--- config.mk ---
export PLATFORM = sky130hd
export DESIGN_NAME = alu16_serial_ctrl
export DESIGN_NICKNAME = d
export VERILOG_FILES = /design/src/rtl/alu_pkg.sv /design/src/rtl/alu16_serial_ctrl_alu74181.sv /design/src/rtl/alu16_serial_ctrl.sv
export SDC_FILE = /design/constraint.sdc
export NUM_CORES = 1
export LEC_CHECK = 0
export ABC_AREA = 1
export CAP_MARGIN = 20
export CORE_ASPECT_RATIO = 0.7
export CORE_UTILIZATION = 45
export DETAILED_ROUTE_END_ITERATION = 7
export PLACE_DENSITY = 0.86
export REMOVE_ABC_BUFFERS = 1
export SYNTH_ARGS = -nofsm -noshare
export SYNTH_HDL_FRONTEND = slang
export SYNTH_SLANG_ARGS = --single-unit
--- constraint.sdc ---
create_clock -name clk -period 2.6 [get_ports clk]
set_clock_uncertainty 0.05 [all_clocks]
set_input_delay 0.39 -clock clk [delete_from_list [all_inputs] [get_ports clk]]
set_output_delay 0.39 -clock clk [all_outputs]
set_load 0.02 [all_outputs]
--- src/rtl/alu_pkg.sv ---
// alu_pkg: shared FSM state type, default slice count and 74181 function-select codes.
package alu_pkg;
    localparam int NIBBLES_DEFAULT = 4;
    localparam logic [3:0] S_A   = 4'b0000;
    localparam logic [3:0] S_ADD = 4'b1001;
    localparam logic [3:0] S_SUB = 4'b0110;
    localparam logic [3:0] S_AM1 = 4'b1111;
    typedef enum logic [1:0] {IDLE, RUN, DONE} state_t;
endpackage

--- src/rtl/alu16_serial_ctrl_alu74181.sv ---
// alu74181: active-high-data 4-bit 74181 slice; carry pins use the active-low convention.
module alu74181 (
    input  logic [3:0] a,
    input  logic [3:0] b,
    input  logic [3:0] s,
    input  logic       m,
    input  logic       cn,
    output logic [3:0] f,
    output logic       cn4,
    output logic       eq
);
    logic [3:0] x, y;
    logic [4:0] sum;
    // Arithmetic is x + y + carry; logic mode is the carry-free XNOR of the same terms.
    assign x   = a | (b & {4{s[0]}}) | (~b & {4{s[1]}});
    assign y   = (a & ~b & {4{s[2]}}) | (a & b & {4{s[3]}});
    assign sum = {1'b0, x} + {1'b0, y} + {4'b0, ~cn};
    assign f   = m ? ~(x ^ y) : sum[3:0];
    assign cn4 = ~sum[4];
    assign eq  = &f;
endmodule

--- src/rtl/alu16_serial_ctrl.sv ---
// alu16_serial_ctrl: runs one 74181 slice over NIBBLES nibbles, LSB first, then flags the result.
module alu16_serial_ctrl import alu_pkg::*; #(
    parameter int NIBBLES = NIBBLES_DEFAULT
) (
    input  logic                 clk,
    input  logic                 rst,
    input  logic                 start,
    input  logic [4*NIBBLES-1:0] op_a,
    input  logic [4*NIBBLES-1:0] op_b,
    input  logic [3:0]           sel,
    input  logic                 mode,
    input  logic                 cin,
    output logic                 busy,
    output logic                 done,
    output logic [4*NIBBLES-1:0] result,
    output logic                 cout,
    output logic                 zero,
    output logic                 all_eq
);
    localparam int W  = 4*NIBBLES;
    localparam int IW = $clog2(NIBBLES+1);
    state_t state, next;
    logic [W-1:0] a_q, b_q;
    logic [3:0] s_q, f;
    logic m_q, carry, eq_acc, cn4, eq, last;
    logic [IW-1:0] idx;
    assign last = idx == IW'(NIBBLES);
    assign cout = carry;
    alu74181 u_alu (
        .a   (4'(a_q >> (4*idx))),
        .b   (4'(b_q >> (4*idx))),
        .s   (s_q),
        .m   (m_q),
        .cn  (carry),
        .f   (f),
        .cn4 (cn4),
        .eq  (eq)
    );
    always_comb begin
        next = (state == IDLE) ? (start ? RUN : IDLE) : (state == RUN) ? (last ? DONE : RUN) : IDLE;
        busy = state != IDLE;
        done = state == DONE;
    end
    // The extra RUN cycle at idx == NIBBLES settles zero/all_eq from the completed result.
    always_ff @(posedge clk) begin
        if (rst) begin
            state  <= IDLE;
            idx    <= '0;
            result <= '0;
            zero   <= 1'b0;
            all_eq <= 1'b0;
            carry  <= 1'b1;
            eq_acc <= 1'b0;
        end else begin
            state <= next;
            if (state == IDLE && start) begin
                a_q    <= op_a;
                b_q    <= op_b;
                s_q    <= sel;
                m_q    <= mode;
                carry  <= cin;
                idx    <= '0;
                eq_acc <= 1'b1;
            end else if (state == RUN) begin
                if (last) begin
                    zero   <= result == '0;
                    all_eq <= eq_acc;
                end else begin
                    for (int j = 0; j < NIBBLES; j++)
                        if (idx == IW'(j)) result[4*j +: 4] <= f;
                    eq_acc <= eq_acc & eq;
                    carry  <= m_q ? carry : cn4;
                    idx    <= idx + IW'(1);
                end
            end
        end
    end
endmodule

==> results of run 1 <==
-- flip-flops by register name, summed over array words and instances (netlist names) --
register  flops
a_q          16
b_q          16
result       16
s_q           4
idx           3
state         2
all_eq        1
cout          1
eq_acc        1
m_q           1
zero          1
-- layout make-up --
class,count,area [um^2]
Sequential cell,62,1619
Clock buffer,14,193.9
Clock inverter,2,11.26
Multi-Input combinational cell,205,1119
Tap cell,75,93.84
Inverter,32,125.1
Timing Repair Buffer,71,685.7
Fill cell,465,2081
-- path summary, 6_finish.rpt --
kind	startpoint	end	slack, ps	cells after the start
max	idx[0]$_SDFFE_PP0P_	eq_acc$_SDFFE_PP0P_	150	18
min	zero$_SDFFE_PP0P_	zero$_SDFFE_PP0P_	420	2
max reg2reg	idx[0]$_SDFFE_PP0P_	eq_acc$_SDFFE_PP0P_	150	18
min reg2reg	zero$_SDFFE_PP0P_	zero$_SDFFE_PP0P_	420	2
-- logic make-up after synthesis --
group | synth area share (%)
compound gates | 9.597
fa+ha+maj | 5.346
buf+inv | 6.880
flops | 56.44
simple gates | 21.74
-- what timing repair did --
action / 4_1_cts / 5_1_grt
endpoints found under the hold margin: 0 / 0
resized for setup: 1 / 24
setup buffers: 0 / 1
setup endpoints to repair: 8 / 13
pin swaps: 0 / 6
-- power groups by stage --
stage / registers, mW / logic (mW) / clock network, mW
after floorplan: 1.16 / 0.263 / 0
after global placement: 1.14 / 0.451 / 0
after detailed placement: 1.14 / 0.473 / 0
after CTS: 1.12 / 0.480 / 0.864
after global routing: 1.13 / 0.583 / 0.905
final: 1.12 / 0.533 / 0.838
-- critical path, stage by stage (launching register included) --
cell and delay (ps):
sky130_fd_sc_hd__dfxtp_4 410, sky130_fd_sc_hd__nor2_2 60, sky130_fd_sc_hd__nor2_1 80, sky130_fd_sc_hd__o21ai_0 80, sky130_fd_sc_hd__nand2_1 70, sky130_fd_sc_hd__nand2_2 50
sky130_fd_sc_hd__inv_1 50, sky130_fd_sc_hd__nand2_1 50, sky130_fd_sc_hd__nor2_2 140, sky130_fd_sc_hd__inv_2 50, sky130_fd_sc_hd__fa_2 350, sky130_fd_sc_hd__inv_2 70
sky130_fd_sc_hd__fa_1 420, sky130_fd_sc_hd__nand2_2 90, sky130_fd_sc_hd__o21ai_4 80, sky130_fd_sc_hd__nand2_1 80, sky130_fd_sc_hd__nor2_1 40, sky130_fd_sc_hd__nand2_1 60
sky130_fd_sc_hd__a21oi_1 50
-- layer usage --
layer | vias to the layer above | track usage [%] | share of wire [%]
li1 | 1176 | - | -
met1 | 1105 | 26.50 | 42
met2 | 120 | 34.95 | 46
met3 | 19 | 6.855 | 9.2
met4 | 0 | 11.38 | 2.2
met5 | - | 0 | 0
-- cell usage in the layout (no fill, tap or decap), types with 2 or more instances in the layout --
cell                              synthesis  layout
sky130_fd_sc_hd__edfxtp_1                37      37
sky130_fd_sc_hd__nor4_1                   2       2
sky130_fd_sc_hd__inv_2                    4       6
sky130_fd_sc_hd__nand4_1                  4       4
sky130_fd_sc_hd__o21ai_0                 18      14
sky130_fd_sc_hd__nor2_1                  41      37
sky130_fd_sc_hd__nor2_4                   2       3
sky130_fd_sc_hd__nand3_1                 24      20
sky130_fd_sc_hd__nand2_1                 64      60
sky130_fd_sc_hd__dfxtp_1                 25      23
sky130_fd_sc_hd__nand3b_1                 2       2
sky130_fd_sc_hd__nand3_2                  0       4
sky130_fd_sc_hd__nand2_2                  4       8
sky130_fd_sc_hd__a211oi_1                 2       2
sky130_fd_sc_hd__a21oi_2                  1       2
sky130_fd_sc_hd__o21ai_1                  4       8
sky130_fd_sc_hd__clkdlybuf4s50_1          0      61
sky130_fd_sc_hd__buf_4                    1      10
sky130_fd_sc_hd__dfxtp_4                  0       2
sky130_fd_sc_hd__clkbuf_8                 1      12
sky130_fd_sc_hd__ha_1                     9       8
sky130_fd_sc_hd__nor2_2                   0       3
sky130_fd_sc_hd__o21ai_2                  4       3
sky130_fd_sc_hd__inv_1                   27      25
sky130_fd_sc_hd__a21oi_1                 21      20
-- stage by stage --
stage               worst slack (ps)  cell area [um^2]  power (mW)  cells
floorplan                     -76.70              2784       1.420    299
finish                         150.8              3847       2.494    461
global route                   6.484              3847       2.615    461
CTS                            9.844              3770       2.466    460
detailed placement            -109.7              3563       1.615    444
global placement               57.71              3563       1.592    444
==> results, run 1 <==
- TritonCTS built the clock tree.
- The number of port buffers is 61.
- The maximum clock frequency is ~0.41 GHz.
- Once detailed placement completed, the half-perimeter wirelength came to approximately 4800 um.
- Using the TritonRoute via totals, the vias-per-cell ratio works out to 5.249.
- The routability congestion estimate from global placement is approximately 0.85.
- The total area inside the core boundary comes to 5928 um^2.
- The number of register bits inferred by synthesis is between 60 and 70.
- A synthesized cell averages roughly 9.3 um^2.
- The floorplan step defined a die boundary enclosing between 6000 and 7000 um^2.
- The hold violation count in the final report came to 0.
- The count of nets left with antenna violations once routing finished came out at 0.
- The run finished with clean final reports.
- The number of hold buffers added after CTS is 0.
- The portion of the post-synthesis area used by sequential elements is 56.44%.
- The tree built by TritonCTS fans out to 62 sinks.
- The maximum resistive drop on vdd is 0.3065 mV.
- The vias after detailed routing is approximately 2,400.
- Synthesis handed over a netlist of 307 instances.
- Data on the critical path arrives at its endpoint at ~2600 ps.
- The number of top-level design ports is 62.
- The critical path class is reg -> reg.
- The via count of the first global-routing pass was roughly 2,300.
- The internal power of the cells is between 1.5 and 2 mW.
- The first-iteration detailed-routing DRC count is 232.
- The number of max-slew violations in the final report is 0.
- After detailed routing, the average wire length per cell comes to between 10 and 15 um.
- Measured on the finished design, the core utilization comes to 64.90%.
- Setup repair after global routing left no endpoint under its margin.
- The maximum count of clock buffers along a single path is 2.
- Per report_power, the clock group accounts for between 30% and 40% of the total.
- The number of antenna violations at the first check in global routing is 0.
- The shortest period the worst path allows is 2449 ps.
- Relative to the synthesized area, the layout overhead comes to 34.75%.
- The portion of synthesized cell area occupied by the leading cell type is around two fifths.
- The worst slew margin relative to its limit is around two thirds.
- The synthesized design contains 37 enable-type register cells.
- The number of max-cap violations is 0.
- In this run the worst hold path is classified as reg -> reg.
- The kind of end point of the critical path is a flop.
- The post-synthesis async set-or-reset flop share is 0%.
- The count of antenna diodes in the layout is 0.
- In the synthesized netlist, the cells that appear most often are 64 x sky130_fd_sc_hd__nand2_1, 41 x sky130_fd_sc_hd__nor2_1, 37 x sky130_fd_sc_hd__edfxtp_1.
- Net switching is between 20% and 30% of the power.
- The post-CTS clock slew at the launch and capture registers of the worst setup and hold paths is around 70 ps.
- The floorplan step set the die width to between 90 and 100 um.
- The biggest area consumer among synthesized cells is sky130_fd_sc_hd__edfxtp_1.
- Adding up every negative setup slack in the final design gives 0 ps.
- The ratio of cells with drive above 1 in the final layout is between 10% and 20%.
- The main flop type after synthesis is sky130_fd_sc_hd__edfxtp_1.
- The unique cell type count in the Yosys netlist is 28.
- The cell with the most instances after synthesis is sky130_fd_sc_hd__nand2_1.
- The mapped cell area is roughly 2900 um^2.
- At the worst endpoint, the required time is between 2000 and 3000 ps.
- The share of total power dissipated in sequential elements is between 40% and 50%.
- In this run the power spent charging and discharging nets is between 0.6 and 0.7 mW.
- The maximum number of pins on one net before global-route repair is 38.
- The slew at the pin closest to its max-slew limit is between 400 and 500 ps.
- After layout, the worst path uses between 90% and 100% of the clock period.
- Measured along the y axis, the die boundary spans 68.65 um.
- The initialized floorplan defines 23 standard-cell rows.
- After synthesis, the cell types taking the most area are sky130_fd_sc_hd__edfxtp_1 39%, sky130_fd_sc_hd__dfxtp_1 18%, sky130_fd_sc_hd__nand2_1 8.4%.
- The number of clock buffers added by TritonCTS is 9.
- The final layout contains ~430 nets.
- The initial utilization of the core area, before any placement, comes to between 40 and 50%.
- The number of synthesis warnings is 0.
- Power spread over the standard cell area amounts to ~650 nW/um^2.
- The maximum fanout along the worst path is 8.
- The clock tree root buffer cell is sky130_fd_sc_hd__clkbuf_8.
- The clock tree synthesis step divided the H-tree into 3 levels.
- The worst hold-check slack is about 420 ps.
- STA classifies the critical path startpoint as a flop.
- The standby leakage power is ~1.5 nW.
- The combinational share of power is 21.4%.
- The global-route wire length before repair is between 10,000 and 15,000 um.
- The clock latency on the worst-skew pair is around 350 ps.
- The first detailed-routing pass ran for 5 iterations.
- For this run, design rule violations remaining after detail routing come to 0.
- The total grt overflow is 0.
- The total routed wirelength is 6812 um.
- Global routing used 21.57% of the available tracks.
- The final setup violation count is 0.
No activity file was read; power rests on OpenSTA's default activity.
==> inputs of run 2 (changes only) <==
- CORE_MARGIN: unset -> 3
==> results, run 2 (synthesized netlist as in run 1, its figures left out) <==
- Result of the run: complete, no violations (unchanged).
- The final worst-path setup slack is 110.5 ps (was 150.8 ps).
- The shortest period the worst path allows is 2489 ps (was 2449 ps).
- The number of iterations in the first detailed-routing pass is 4 (was 5).
- The total grt overflow is 0 (unchanged).
- The number of top-level design ports is 62 (unchanged).
- The total power per unit cell area is 666.0 nW/um^2 (was 648.1 nW/um^2).
- The critical path class is reg -> reg (unchanged).
- The maximum count of clock buffers along a single path came to 2 (unchanged).
- The final cell area excluding filler cells came to 3844 um^2 (was 3847 um^2).
- The global-route wire length before repair is 10,680 um (was 10,730 um).
- The slew at the pin closest to its max-slew limit is 457.4 ps (was 477.0 ps).
- The total routed wirelength is 6650 um (was 6812 um).
- The final worst-path cycle share is 95.75% (was 94.20%).
- The height of the chip came to 72.65 um (was 68.65 um).
- The register-to-register path setup slack is 110 ps (was 150 ps).
- The number of port buffers came to 61 (unchanged).
- The via count of the first global-routing pass is 2,282 (was 2,333).
- The number of H-tree levels was 3 (unchanged).
- The number of hold buffers added after CTS is 0 (unchanged).
- The number of max-slew violations in the final report is 0 (unchanged).
- The vias after detailed routing is 2,372 (was 2,420).
- The first-iteration detailed-routing DRC count is 169 (was 232).
- The number of design rule violations left after detail routing is 0 (unchanged).
- The standby leakage power is 1.546 nW (was 1.549 nW).
- The area of the core is 5928 um^2 (unchanged).
- The maximum number of pins on one net before global-route repair is 38 (unchanged).
- The count of cells along the worst register-to-register path is 16 (was 18).
- The data arrival time of the worst path is 2670 ps (was 2640 ps).
- The number of max-cap violations was 0 (unchanged).
- The source of the worst register-to-register timing path is idx[0]$_SDFFE_PP0P_ (unchanged).
- The termination of the worst setup path was result[9]$_SDFFE_PP0P_ (was eq_acc$_SDFFE_PP0P_).
- The placed wire-length estimate is 4896 um (was 4774 um).
- The clock latency on the worst-skew pair is 340 ps (was 350 ps).
- The maximum clock frequency is 0.4017 GHz (was 0.4083 GHz).
- The total negative slack was 0 ps (unchanged).
- The startpoint type of the worst setup path is a flop (unchanged).
- Top flop regs: a_q: 16 flops, b_q: 16 flops, result: 16 flops (unchanged).
- The x dimension of the die is 101.2 um (was 97.21 um).
- The count of antenna diodes in the layout is 0 (unchanged).
- The post-placement setup slack is -31.17 ps (was -109.7 ps).
- The required time of the critical path is 2780 ps (was 2790 ps).
- The area added between synthesis and finish is 34.62% (was 34.75%).
- The worst slew margin relative to its limit is 69.40% (was 68.20%).
- The maximum fanout along the worst path is 8 (unchanged).
- The initial cell density of the core is 48.16% (unchanged).
- Most frequent cells in the layout: 62 x sky130_fd_sc_hd__nand2_1, 61 x sky130_fd_sc_hd__clkdlybuf4s50_1, 38 x sky130_fd_sc_hd__nor2_1 (was 61 x sky130_fd_sc_hd__clkdlybuf4s50_1, 60 x sky130_fd_sc_hd__nand2_1, 37 x sky130_fd_sc_hd__nor2_1, 37 x sky130_fd_sc_hd__edfxtp_1, 25 x sky130_fd_sc_hd__inv_1).
- The placed instance count was 445 (was 444).
- The post-layout instance count excluding filler cells is 462 (was 461).
- The clock tree root buffer cell is sky130_fd_sc_hd__clkbuf_8 (unchanged).
- The worst hold-check slack is 427.3 ps (was 423.1 ps).
- The ratio of cells with drive above 1 in the final layout is 14.21% (was 15.80%).
- The average wire per cell in the routed design is 14.39 um (was 14.78 um).
- The number of antenna-violating nets in the routed design is 0 (unchanged).
- The area after detailed placement is 3583 um^2 (was 3563 um^2).
- The number of nets in the layout was 434 (was 433).
- The beginning of the critical path is idx[0]$_SDFFE_PP0P_ (unchanged).
- The path category of the worst min-delay check is reg -> reg (unchanged).
- The final setup violation count is 0 (unchanged).
- The global routing usage summed across all routing layers was 18.89% (was 21.57%).
- The CTS tree is done (unchanged).
- The post-CTS clock slew at the launch and capture registers of the worst setup and hold paths was 70 ps (about the same).
- The hold violation count in the final report is 0 (unchanged).
- The routability congestion estimate from global placement was 0.8930 (was 0.8521).
- The count of standard-cell rows came to 23 (unchanged).
- The reg-to-reg endpoint is result[9]$_SDFFE_PP0P_ (was eq_acc$_SDFFE_PP0P_).
- The via density per instance is 5.134 (was 5.249).
- The cell depth of the worst hold path was 2 (unchanged).
- The number of buffers added by the clock tree synthesis step is 9 (unchanged).
- The most frequent standard cell in the layout excluding fill and tap cells is sky130_fd_sc_hd__nand2_1 (was sky130_fd_sc_hd__clkdlybuf4s50_1).
- The kind of end point of the critical path is a flop (unchanged).
- The total clock sinks was 62 (unchanged).
- The number of antenna violations at the first check in global routing is 0 (unchanged).
- The area of the die is 7352 um^2 (was 6673 um^2).
- The maximum resistive drop on vdd is 0.3519 mV (was 0.3065 mV).
- The total power of the final layout is 2.560 mW (was 2.494 mW).
- The utilization after layout is 64.84% (was 64.90%).
run 2: metal layers:
metal | routed length [um] | global-route usage [%]
met1 | 2869 | 25.36
met2 | 3145 | 29.49
met3 | 542 | 5.062
met4 | 92 | 7.227
met5 | 0 | 0
run 2: report_power, final:
part           switching [mW]  internal, mW
Clock                   0.393         0.542
Combinational           0.290         0.214
Sequential             0.0295          1.09
run 2: worst min-delay path by stage:
stage	start	endpoint	slack, ps
floorplan	eq_acc$_SDFFE_PP0P_	all_eq$_SDFFE_PP0P_	400
global placement	result[8]$_SDFFE_PP0P_	result[8]$_SDFFE_PP0P_	410
detailed placement	result[8]$_SDFFE_PP0P_	result[8]$_SDFFE_PP0P_	420
CTS	result[8]$_SDFFE_PP0P_	result[8]$_SDFFE_PP0P_	430
global route	zero$_SDFFE_PP0P_	zero$_SDFFE_PP0P_	460
finish	result[8]$_SDFFE_PP0P_	result[8]$_SDFFE_PP0P_	430
run 2: area by class of cell:
type / instances / area [um^2]
Tap cell: 75 / 93.84
Multi-Input combinational cell: 205 / 1079
Clock inverter: 7 / 97.59
Sequential cell: 62 / 1619
Fill cell: 468 / 2085
Inverter: 32 / 125.1
Timing Repair Buffer: 72 / 705.7
Clock buffer: 9 / 123.9
run 2: timing repair:
action	CTS	global route
setup buffers	0	1
pin swaps	0	3
endpoints found under the setup margin	3	16
resized for setup	1	15
run 2: worst max-delay path: stages, from the launching register on:
cell and delay (ps):
sky130_fd_sc_hd__dfxtp_4 410, sky130_fd_sc_hd__nor2_1 70, sky130_fd_sc_hd__nor2_1 80, sky130_fd_sc_hd__o21ai_1 70, sky130_fd_sc_hd__nand2_1 60, sky130_fd_sc_hd__nand2_1 60, sky130_fd_sc_hd__inv_1 60, sky130_fd_sc_hd__nand2_1 50
sky130_fd_sc_hd__nor2_2 140, sky130_fd_sc_hd__inv_2 50, sky130_fd_sc_hd__fa_2 350, sky130_fd_sc_hd__inv_2 70, sky130_fd_sc_hd__fa_1 430, sky130_fd_sc_hd__nand2_2 100, sky130_fd_sc_hd__o21ai_4 80, sky130_fd_sc_hd__o21ai_0 190
sky130_fd_sc_hd__a21oi_1 60
==> inputs of run 3 (changes only) <==
- PLACE_DENSITY: 0.86 -> 0.79
==> results, run 3 (synthesized netlist as in run 1, its figures left out) <==
- The number of nets in the layout is 434 (unchanged).
- The via count of the first global-routing pass is 2,316 (was 2,282).
- The first-iteration detailed-routing DRC count was 190 (was 169).
- The maximum single-stage delay on the critical path is 420 ps (was 430 ps).
- The total clock sinks came to 62 (unchanged).
- The x dimension of the die is 101.2 um (unchanged).
- The number of antenna violations at the first check in global routing is 0 (unchanged).
- The final worst-path cycle share came to 95.29% (was 95.75%).
- The total power per unit cell area is 684.9 nW/um^2 (was 666.0 nW/um^2).
- The number of top-level design ports is 62 (unchanged).
- The internal power of the cells is 1.947 mW (was 1.847 mW).
- The path category of the worst min-delay check is reg -> reg (unchanged).
- The global routing usage summed across all routing layers is 20.10% (was 18.89%).
- The slew at the pin closest to its max-slew limit is 475.4 ps (was 457.4 ps).
- The utilization after layout is 65.53% (was 64.84%).
- The kind of end point of the critical path is a flop (unchanged).
- The number of iterations in the first detailed-routing pass is 6 (was 4).
- The required time of the critical path is 2790 ps (was 2780 ps).
- The master of the slowest instance on the critical path is sky130_fd_sc_hd__fa_1 (unchanged).
- The ratio of cells with drive above 1 in the final layout was 14.99% (was 14.21%).
- The routability congestion estimate from global placement is 0.8524 (was 0.8930).
- The number of H-tree levels is 3 (unchanged).
- The area of the multi-input gates is 1116 um^2 (was 1079 um^2).
- The post-CTS clock slew at the launch and capture registers of the worst setup and hold paths is 70 ps (about the same).
- The total power of the final layout is 2.661 mW (was 2.560 mW).
- The startpoint type of the worst setup path is a flop (unchanged).
- The clock latency on the worst-skew pair is 350 ps (was 340 ps).
- The number of max-slew violations in the final report is 0 (unchanged).
- The CTS tree is done (unchanged).
- The data arrival time of the worst path is 2670 ps (about the same).
- Result of the run: complete, no violations (unchanged).
- The count of standard-cell rows came to 23 (unchanged).
- The total negative slack is 0 ps (unchanged).
- The maximum resistive drop on vdd is 0.3472 mV (was 0.3519 mV).
- The height of the chip is 72.65 um (unchanged).
- The number of antenna-violating nets in the routed design is 0 (unchanged).
- The final worst-path setup slack was 122.4 ps (was 110.5 ps).
- The combinational share of power is 19.6% (was 19.7%).
- The share of power burned in registers is 42.2% (was 43.8%).
- The power spent charging and discharging nets is 0.7141 mW (was 0.7123 mW).
- The average wire per cell in the routed design is 14.74 um (was 14.39 um).
- Setup repair after global routing could not meet its margin everywhere.
- The hold violation count in the final report was 0 (unchanged).
- The count of antenna diodes in the layout is 0 (unchanged).
- The maximum number of pins on one net before global-route repair is 38 (unchanged).
- The post-placement setup slack was -60.45 ps (was -31.17 ps).
- The standby leakage power came to 1.557 nW (was 1.546 nW).
- The maximum count of clock buffers along a single path is 2 (unchanged).
- The number of hold buffers added after CTS is 0 (unchanged).
- The area added between synthesis and finish is 36.07% (was 34.62%).
- The part of the total power dissipated in the clock network was 38.2% (was 36.5%).
- The maximum fanout along the worst path is 12 (was 8).
- The number of max-cap violations is 0 (unchanged).
- The final setup violation count is 0 (unchanged).
- The total routed wirelength is 6808 um (was 6650 um).
- The number of port buffers is 61 (unchanged).
- The total grt overflow is 0 (unchanged).
- The global-route wire length before repair came to 11,190 um (was 10,680 um).
- The number of design rule violations left after detail routing was 0 (unchanged).
- The area of the core came to 5928 um^2 (unchanged).
- The maximum clock frequency is 0.4036 GHz (was 0.4017 GHz).
- The storage element area was 1619 um^2 (unchanged).
- The vias after detailed routing came to 2,379 (was 2,372).
- The initial cell density of the core came to 48.16% (unchanged).
- The area of the die came to 7352 um^2 (unchanged).
- The clock tree root buffer cell is sky130_fd_sc_hd__clkbuf_8 (unchanged).
- The critical path class is reg -> reg (unchanged).
- The placed wire-length estimate is 5029 um (was 4896 um).
- The number of buffers added by the clock tree synthesis step is 9 (unchanged).
- The most frequent cell on the critical path is sky130_fd_sc_hd__nand2_1 (unchanged).
- The worst slew margin relative to its limit is 68.19% (was 69.40%).
- The shortest period the worst path allows is 2478 ps (was 2489 ps).
- The final-layout fill cell count is 473 (was 468).
- The via density per instance came to 5.149 (was 5.134).
- Critical Path, Cell by Cell: inv_6 > nand2_1 > nand3_1 > nand2_1 > nand2_1 > nand2_1 > nor2_2 > inv_2 > fa_2 > inv_2 > fa_1 > nand2_2 > o21ai_4 > nand2_1 > nor2_1 > nand2_1 > a21oi_1 (was nor2_1 > nor2_1 > o21ai_1 > nand2_1 > nand2_1 > inv_1 > nand2_1 > nor2_2 > inv_2 > fa_2 > inv_2 > fa_1 > nand2_2 > o21ai_4 > o21ai_0 > a21oi_1).
- Most frequent cells in the layout: 61 x sky130_fd_sc_hd__nand2_1, 61 x sky130_fd_sc_hd__clkdlybuf4s50_1, 38 x sky130_fd_sc_hd__nor2_1 (was 62 x sky130_fd_sc_hd__nand2_1, 61 x sky130_fd_sc_hd__clkdlybuf4s50_1, 38 x sky130_fd_sc_hd__nor2_1).
- The switching share of power is 26.84% (was 27.83%).
- Top flop regs: a_q: 16 flops, b_q: 16 flops, result: 16 flops (unchanged).
## run 3: cell count changes in the layout (fill, tap and decap cells not counted), sizes merged
| cell | delta |
|---|---|
| bufinv | +1 |
| clkbuf | +1 |
| clkinv | -1 |
| inv | -1 |
## run 3: path summary, 6_finish.rpt
path                                          start             endpoint  slack (ps)  depth (start not counted)
worst max-delay path            idx[0]$_SDFFE_PP0P_  eq_acc$_SDFFE_PP0P_         120                         17
worst max register to register  idx[0]$_SDFFE_PP0P_  eq_acc$_SDFFE_PP0P_         120                         17
worst min register to register    zero$_SDFFE_PP0P_    zero$_SDFFE_PP0P_         420                          2
worst min-delay path              zero$_SDFFE_PP0P_    zero$_SDFFE_PP0P_         420                          2
## run 3: what timing repair did
action	CTS	global route
resized for setup	2	21
pin swaps	0	3
buffers inserted	0	2
endpoints found under the setup margin	2	16
## run 3: metal layers
layer	share of wire [%]	up-vias	wire (um)	track usage, %
li1	-	1175	-	-
met1	43	1087	2948	27.73
met2	45	107	3047	28.77
met3	10	10	705	7.736
met4	1.6	0	107	7.522
met5	0	-	0	0
## run 3: layout make-up
class	count	share of cell area (%)
Clock buffer	10	3.285
Clock inverter	6	2.834
Inverter	32	3.221
Multi-Input combinational cell	205	28.73
Sequential cell	62	41.67
Tap cell	75	2.415
Timing Repair Buffer	72	17.84
## run 3: through the flow
| step | cell area [um^2] | cells | hold slack (ps) |
|---|---|---|---|
| after floorplan | 2784 | 299 | 399.5 |
| final | 3885 | 462 | 417.8 |
| after detailed placement | 3563 | 444 | 413.0 |
| after CTS | 3804 | 460 | 422.9 |
| after global placement | 3563 | 444 | 410.4 |
| after global routing | 3885 | 462 | 472.3 |
## run 3: critical path: cells and delay by family (launching register included)
family	cells	cell delay (ps)
simple gates	10	810
fa+ha+maj	2	770
flops	1	380
buf+inv	3	220
compound gates	2	140
## run 3: power by group through the flow
stage | sequential (mW) | combinational [mW] | clock, mW
finish | 1.12 | 0.522 | 1.02
global route | 1.13 | 0.586 | 1.08
CTS | 1.12 | 0.476 | 1.04
detailed placement | 1.14 | 0.471 | 0
global placement | 1.14 | 0.457 | 0
floorplan | 1.16 | 0.263 | 0
==> RTL change: new RTL, flow settings as in run 1 <==
Set the package constant `NIBBLES_DEFAULT` to 8 (it was 4).
--- a/src/rtl/alu_pkg.sv
+++ b/src/rtl/alu_pkg.sv
@@ -1,5 +1,5 @@
 // alu_pkg: shared FSM state type, default slice count and 74181 function-select codes.
 package alu_pkg;
-    localparam int NIBBLES_DEFAULT = 4;
+    localparam int NIBBLES_DEFAULT = 8;
     localparam logic [3:0] S_A   = 4'b0000;
     localparam logic [3:0] S_ADD = 4'b1001;
Interface: changed (resized op_a, op_b and result); port bits go from 62 to 110. No check against the original RTL was run, so the function may have changed too.
==> RTL change against run 1 <==
- the run now ends with setup timing left
- final area rose by 79%
- sequential power increased by 77%
- worst setup slack worse by 420 ps
- die area grew 71%
- total power grew 64%
- sequential cell count grew 49
- synthesized area increased by 74%
- count of clock-buffer cells in the layout is 5 lower
- non-clock buffer count up 74
- sequential share of layout area increased by 0.33 points
- cell count is 85% higher
- critical path depth shrank 2
- wire length increased by 98%
- critical path type unchanged
- critical endpoint is now result[30]
- largest power group unchanged
- highest routed layer unchanged
==> RTL change: results (changes against run 1) <==
| Metric | Value |
|---|---|
| Final setup vio count | `25 (+25)` |
| RePlAce Congestion | `0.8437 (-0.99%)` |
| Synth Area in Compound Gates | `8.483% (-1.1 points)` |
| First-pass GRT wire length | `21,000 µm (+96%)` |
| Via count | `4,463 (+84%)` |
| Number of global-route vias before repair | `4,370 (+87%)` |
| Tot GR Track Use | `23.79% (+2.2 points)` |
| Peak supply drop | `407.7 µV (+33%)` |
| Post-place setup slack | `-336.2 ps (-226.4 ps)` |
| Combinational Power Share | `19.1% (-2.3 points)` |
| Worst-margin pin slew | `676.6 ps (+199.7 ps)` |
| Met3 wire len | `985 µm (+57%)` |
| Fraction of final layout cells sized beyond drive strength 1 | `12.66% (-3.1 points)` |
| Cells on worst reg2reg path | `16 (-2)` |
| Worst setup margin | `-264.3 ps (-415.2 ps)` |
| # port buffers | `109 (+79%)` |
| Commonest cells in the netlist | `114 x nand2_1, 92 x nor2_1, 80 x inv_1` |
| Switching Share | `26.18% (-1.8 points)` |
| Seq pwr share | `48.2% (+3.2 points)` |
| Register area share after synthesis | `58.77% (+2.3 points)` |
| Failing checks | `setup timing` |
| Detailed Route Iter0 Violations | `435 (+88%)` |
| Reg2reg start | `idx[0]` |
| Met3 Track Usage GR | `4.702% (-2.2 points)` |
| Post-DR wirelength/cell | `15.86 µm (+7.4%)` |
| RR Endpoint | `result[30]` |
| Met2 Use GR | `38.66% (+3.7 points)` |
| Setup_tns | `-4156 ps (-4156 ps)` |
| Critical Path Fanout Max | `14 (+6)` |
| Synth Area in Adders | `2.828% (-2.5 points)` |
| Placed Cells | `830 (+87%)` |
| Outcome | `finished with violations` |
| Final wirelength | `13,500 µm (+98%)` |
| Arrival @ worst endpoint | `3050 ps (+410 ps)` |
| HP Start | `result[1]` |
| Largest regs | `a_q x32, b_q x32, result x32` |
| Final net count | `781 (+80%)` |
| Worst path slowest cell | `dfxtp_4` |
| # Post-CTS Setup Buffers | `1 (+1)` |
| Clock-pin slew on the worst setup and hold paths | `70 ps (about the same)` |
| P per Cell Area | `595.8 nW/µm² (-8.1%)` |
| Hold Path Sink | `result[1]` |
| Syn Area/Cell | `8.898 µm² (-4.3%)` |
| Post-synthesis xor/xnor area fraction | `0.1767% (+0.18 points)` |
| WHS | `416.7 ps (-6.343 ps)` |
| Post-synth EDFFs | `69 (+86%)` |
| Max incr delay on CP | `380 ps (-40 ps)` |
| Area contributors post-synth | `edfxtp_1 42%, dfxtp_1 17%, nand2_1 8.6%` |
| Global Route met1 Usage | `30.52% (+4.0 points)` |
| Clk root buf | `clkbuf_16` |
| Post-DP Area | `6385 µm² (+79%)` |
| Wl on met1 | `5590 µm (+94%)` |
| Synth unique cells | `26 (-7.1%)` |
RTL change: changes by cell type in the layout (fill, tap and decap cells not counted), sizes merged, moves of 17 or more:
cell,change
clkdlybuf4s50,+48
dfxtp,+17
nand2,+47
edfxtp,+32
nand3,+19
inv,+52
buf,+26
o21ai,+20
nor2,+50
RTL change: layout make-up:
cell class | count | area, µm²
fill | 750 | 3635
sequential | 111 | 2917
multi-input combinational | 346 | 1742
timing repair buffer | 145 | 1406
inverter | 84 | 330.3
clock buffer | 9 | 225.2
tap | 148 | 185.2
clock inverter | 7 | 62.56
timing repair inverter | 1 | 8.758
RTL change: worst max-delay path, delay by kind of cell (launching register included):
| kind | cells | cell delay (ps) |
|---|---|---|
| buffers and inverters | 2 | 340 |
| adders and majority gates | 2 | 750 |
| AOI/OAI and AO/OA | 1 | 140 |
| and+or+nand+nor | 10 | 880 |
| DFF | 1 | 380 |
| xor gates and xnor gates | 1 | 200 |
